===== src/rtl/shift_add_mul.sv =====
// Iterative unsigned shift-and-add multiplier, one WIDTH-bit adder.
// Operands in over valid/ready; 2*WIDTH product held until accepted.
module shift_add_mul #(
  parameter int WIDTH = 32
) (
  input  logic             clk,
  input  logic             rst,
  input  logic             in_valid,
  output logic             in_ready,
  input  logic [WIDTH-1:0] a,
  input  logic [WIDTH-1:0] b,
  output logic             busy,
  output logic             out_valid,
  input  logic             out_ready,
  output logic [WIDTH-1:0] product_hi,
  output logic [WIDTH-1:0] product_lo
);

  localparam int CW = $clog2(WIDTH) + 1;
  localparam logic [1:0] IDLE = 2'd0;
  localparam logic [1:0] RUN  = 2'd1;
  localparam logic [1:0] DONE = 2'd2;
  localparam logic [CW-1:0] LAST = CW'(WIDTH - 1);

  logic [1:0]       state;
  logic [WIDTH-1:0] mcand;
  logic [WIDTH-1:0] p_hi;
  logic [WIDTH-1:0] p_lo;
  logic [CW-1:0]    cnt;
  logic [WIDTH-1:0] addend;
  logic [WIDTH:0]   sum;

  assign addend = p_lo[0] ? mcand : '0;
  // The single shared adder; its carry becomes the new accumulator MSB.
  assign sum = {1'b0, p_hi} + {1'b0, addend};

  assign in_ready   = (state == IDLE);
  assign busy       = (state == RUN);
  assign out_valid  = (state == DONE);
  assign product_hi = p_hi;
  assign product_lo = p_lo;

  always_ff @(posedge clk) begin
    if (rst) begin
      state <= IDLE;
      mcand <= '0;
      p_hi  <= '0;
      p_lo  <= '0;
      cnt   <= '0;
    end else begin
      unique case (state)
        IDLE: begin
          if (in_valid) begin
            mcand <= a;
            p_hi  <= '0;
            p_lo  <= b;
            cnt   <= '0;
            state <= RUN;
          end
        end
        RUN: begin
          p_hi <= sum[WIDTH:1];
          p_lo <= {sum[0], p_lo[WIDTH-1:1]};
          cnt  <= cnt + 1'b1;
          if (cnt == LAST)
            state <= DONE;
        end
        DONE: begin
          if (out_ready)
            state <= IDLE;
        end
        default: state <= IDLE;
      endcase
    end
  end

endmodule


===== config.mk =====
export PLATFORM = sky130hd
export DESIGN_NAME = shift_add_mul
export DESIGN_NICKNAME = d
export VERILOG_FILES = /design/src/rtl/shift_add_mul.sv
export SDC_FILE = /design/constraint.sdc
export NUM_CORES = 1
export LEC_CHECK = 0
export CORE_AREA = 2 2 110 112
export DETAILED_ROUTE_END_ITERATION = 8
export DIE_AREA = 0 0 112 114
export HOLD_SLACK_MARGIN = 0.05
export PLACE_DENSITY = 0.78
export SYNTH_ARGS = -nofsm -noshare
export SYNTH_HDL_FRONTEND = slang
export SYNTH_SLANG_ARGS = --single-unit

===== constraint.sdc =====
create_clock -name clk -period 3.3 [get_ports clk]
set_input_delay 0.99 -clock clk [delete_from_list [all_inputs] [get_ports clk]]
set_output_delay 0.99 -clock clk [all_outputs]
set_load 0.005 [all_outputs]

# Word-level counts from Yosys, hierarchy flattened
# Cells that the tools add are included.
op_classes:
  add_sub_neg: 2
  eq_ne: 6
  mux: 11
  n_reduce_logical: 5
ops:
  columns: ["cell", "n"]
  rows:
  - ["one-hot mux 32 bit (2 select lines)", 2]
  - ["two-way mux 32 bit", 3]
  - ["adder 32 x 32 -> 33 bit", 1]
  - ["one-hot mux 6 bit (2 select lines)", 1]
  - ["adder 6 x 1 -> 6 bit (second input constant)", 1]
  - ["== test 6 x 5 -> 1 bit (second input constant)", 1]
  - ["two-way mux 2 bit", 3]
  - ["two-way mux 6 bit", 1]
  - ["one-hot mux 2 bit (3 select lines)", 1]
  - ["inequality test 2 x 1 -> 1 bit (second input constant)", 2]
  - ["AND reduction 2 bit", 2]
  - ["AND reduction 3 bit", 1]
  - ["== test 2 x 1 -> 1 bit (second input constant)", 1]
  - ["== test 2 bit (second input constant)", 1]
  - ["logical NOT 2 bit", 1]
  - ["inequality test 2 bit (second input constant)", 1]
  - ["nonzero test 2 bit", 1]
word_totals:
  register_bits: 104
  inputBits: 68

# Logic depth before layout (Yosys ltp)
# Gate-level depths: netlist of the first run.
logic_depth:
  word_depth: 3
  mapped_depth: 12

# Least setup slack after synthesis of the first run
# OpenSTA, ideal clock, no wires.
synth_path:
  path_type: "register to register"
  startpoint: "register p_lo[0], in the netlist product_lo[0]"
  endpoint: "register p_hi[30], in the netlist product_hi[30]"
  t_arrival_ps: 2483
  required_time_ps: 3183
  path_slack_ps: 700
  path_stages_with_launch: 13
  period_less_slack_ps: 2600
  cell_sequence: "dfxtp_1 clkbuf_1 and2_1 ha_1 buf_2 a21oi_1 o21ai_1 a21o_1 a211oi_2 o21a_2 o311ai_4 xor2_1 a22o_1"
synth_via:
  elab_chain_cells: 3
synth_rtl:
  columns: ["item", "line_no", "source"]
  rows:
  - ["start, declared", "28", "logic [WIDTH-1:0] p_lo;"]
  - ["start signal, assigned", "63", "p_lo <= {sum[0], p_lo[WIDTH-1:1]};"]
  - ["two-way mux 32 bit", "33", "assign addend = p_lo[0] ? mcand : '0;"]
  - ["adder 32 x 32 -> 33 bit", "35", "assign sum = {1'b0, p_hi} + {1'b0, addend};"]
  - ["one-hot mux 32 bit (2 select lines)", "51", "unique case (state)"]
  - ["end signal, assigned", "62", "p_hi <= sum[WIDTH:1];"]
  - ["end, declared", "27", "logic [WIDTH-1:0] p_hi;"]
# Every way passes these cells.
# A chain may end at the register's enable or synchronous reset.

# Worst setup path in the final report of the first run
layout_path:
  startpoint: "register p_lo[0], in the netlist product_lo[0]"
  endpoint: "register p_hi[31], in the netlist product_hi[31]"
# Same word-level chain as after synthesis.

==> run summary, run 1 <==
status = complete, no violations
DP Area = 0.00717 mm^2
Crit Path Class = flop to flop
clock skew = 0.00903 ns
vias in the first global route = 5,637
met3 Use GR = 0.0547
total grt overflow = 0
Syn Area/Cell = 7.42 um^2
FILL cells = 1,053
PortBufs = 134
Final nets = 984
clk_lat worst skew = 0.36 ns
first-pass GRT wire length = 26,600 um
remaining routing DRC violations = 0
Hold Buf Count CTS = 0
final period utilization = 0.867
r2r worst-path depth = 11
post-route ant nets = 0
Async SR Flop Fraction = 0
Worst R2R Setup Slack = 0.44 ns
Die Width = 112 um
final instance area = 0.00748 mm^2
pwr dens = 391 mW/mm^2
Req. time, crit path = 3.55 ns
Clock Sinks = 104
drt initial violations = 306
H-tree Lvls = 3
total CTS buffers = 9
P_int = 2150 uW
CTS tree = built
Yosys cell types = 54
Worst Path Buf+Inv = 1
#FFs+latches synth = 104
initial antenna violation count = 0
Worst Path Arrival = 3.12 ns
post-synth top area share = 0.363
I/O pins = 135
crit path cell chain = buf_4, and2_1, ha_1, nor2b_1, o21ai_0, a21oi_1, o21ai_0, a21oi_1, o21ai_0, a21oi_1, o21a_1
Crit path depth = 11
GPL Wtd Cong = 0.908
postcts setup bufs = 0
slowest stage cell on the critical path = o21ai_0
all-layer global routing usage = 0.253
Slew @ Worst Pin = 0.787 ns
final hold vios = 0
Peak VDD IR = 0.396 mV
kind of cell adding the most delay to the critical path = compound AO/OA/AOI/OAI gates
post-synthesis sequential area ratio = 0.363
mapped cell area = 0.00574 mm^2
max_slew headroom = 0.476
commonest non-fill, non-tap cell in the layout = clkdlybuf4s50_1
cells after synthesis = 773
final slew viol count = 0
post-cts sizing count = 0
RSZ-0062 raised after global routing = false
sw power = 780 uW
core area = 0.0117 mm^2
Most Crowded Layer GR = met2
Sw Ratio = 0.266
Yosys top cell by area = dfxtp_1
sequential fraction of design power = 0.467
first-pass iteration count of the detailed router = 5
Row Count = 40
met2 Usage GRT = 0.440
CP Capture Type = flop
starting density of the core = 0.490
crit path launch = product_lo[0]
Worst Path Max Fanout = 16
most frequent cells in the layout = 133 x clkdlybuf4s50_1, 127 x nor2_1, 118 x nand2_1
final wirelength = 15,900 um
P&R area growth vs syn = 30.4%
Routed WL per cell = 15.3 um
CP peak stage delay = 0.40 ns
Synth area leaders = dfxtp_1 36%, nor2_1 8.3%, nand2_1 7.8%
post-synthesis net count = 875
# Max-Cap Violations = 0
setup TNS = 0 ns
hold crit path type = flop to flop
clk slew on worst S/H paths = 0.08 ns
Syn. warnings = 0
combinational share of power = 0.151
final setup fails = 0
crit path launch type = flop
fin crit period = 2.86 ns
Reg-to-Reg Start = product_lo[0]
most common flop cell mapped by yosys = dfxtp_1
P_leak = 0.00310 uW
Pwr Total = 2930 uW
EDFF count, synth = 0
hpwl dp = 11,600 um
layout cell share with drive strength beyond 1 = 0.0428
diodes inserted = 0
die area = 0.0128 mm^2
vias per cell = 5.53
CTS Root Cell = clkbuf_16
CP endpoint = product_hi[31]
fmax = 0.349 GHz
Clock Power Share = 0.382
GRT met1 Usage = 0.312
FF-to-FF End = product_hi[31]
largest net degree at the start of global routing = 78
vias after detailed routing = 5,715
Die H = 114 um
Clock Path Buffers = 2
worst min-delay path by stage:
stage                    from        end  cells after the start
floorplan            state[1]   state[0]                      1
global placement     mcand[7]   mcand[7]                      2
detailed placement  mcand[27]  mcand[27]                      2
CTS                  mcand[0]   mcand[0]                      2
global route        mcand[13]  mcand[13]                      2
finish               mcand[0]   mcand[0]                      2
area by class of cell:
| class | count | area (um^2) | share of cell area |
|---|---|---|---|
| Multi-Input combinational cell | 606 | 3410 | 0.456 |
| Sequential cell | 104 | 2080 | 0.278 |
| Timing Repair Buffer | 148 | 1440 | 0.193 |
| Clock buffer | 9 | 225 | 0.0301 |
| Tap cell | 147 | 184 | 0.0246 |
| Clock inverter | 7 | 85.1 | 0.0114 |
| Inverter | 13 | 48.8 | 0.00652 |
per-layer routing:
layer,up-vias,wire length (um)
met5,-,0
met4,0,320
met3,26,765
met2,148,7690
met1,2667,7090
li1,2874,-
registers in the layout (all words and copies together) (netlist names):
register    count
product_lo     32
state           2
cnt             6
product_hi     32
mcand          32
kinds of logic after synthesis:
| family | share of synthesized area |
|---|---|
| xor gates and xnor gates | 0.0397 |
| and+or+nand+nor | 0.294 |
| adders and majority gates | 0.0755 |
| muxes | 0.00523 |
| DFF | 0.363 |
| buffers and inverters | 0.0427 |
| AOI/OAI and AO/OA | 0.180 |
power groups by stage:
stage	clock network (uW)	logic [uW]	registers (uW)
6_report	1120	443	1370
5_1_grt	1200	485	1370
4_1_cts	1140	446	1370
3_5_place_dp	0	443	1390
3_3_place_gp	0	432	1390
2_1_floorplan	0	210	1390
Yosys cell counts (2+ instances only):
cell type and number:
a21o_1 11, buf_1 2, nor3_1 7, ha_1 33
and3_1 3, a22o_1 3, o21ai_1 3, o21bai_1 4
xor2_1 13, nor4_1 32, a21oi_1 85, nand2_1 119
nor2_1 127, clkbuf_1 43, o21a_1 7, buf_2 4
o31ai_1 2, a31oi_1 2, xnor2_1 13, a211oi_2 2
a22oi_1 3, nand2b_1 7, nor2b_1 4, nand4_1 12
dfxtp_1 104, mux2i_1 3, inv_1 12, a21boi_0 2
nand3b_1 2, a211oi_1 2, o22ai_1 2, and2_1 33
o21ai_0 28, o211ai_1 2, nand3_1 23
through the flow:
step           std cells  setup WS, ns  hold WS (ns)   util
2_1_floorplan        773         0.700         0.429      -
3_3_place_gp        1018         0.549         0.442  0.612
3_5_place_dp        1018         0.463         0.443  0.612
4_1_cts             1034         0.491         0.455  0.639
5_1_grt             1034         0.185         0.478  0.639
6_report            1034         0.438         0.454  0.639
worst register-to-register path: cells and delay by family, from the launching register on:
family,cells,cell delay [ns]
AOI/OAI and AO/OA,7,1.58
adders and majority gates,1,0.32
buffers and inverters,1,0.19
and+or+nand+nor,2,0.33
DFF,1,0.34
Power figures use the tool's default switching activity.
==> run 2: changes to the inputs <==
CAP_MARGIN = 20   (was unset)
==> results of run 2 <==
No change in the layout: final DEF, timing and power equal those of run 1.
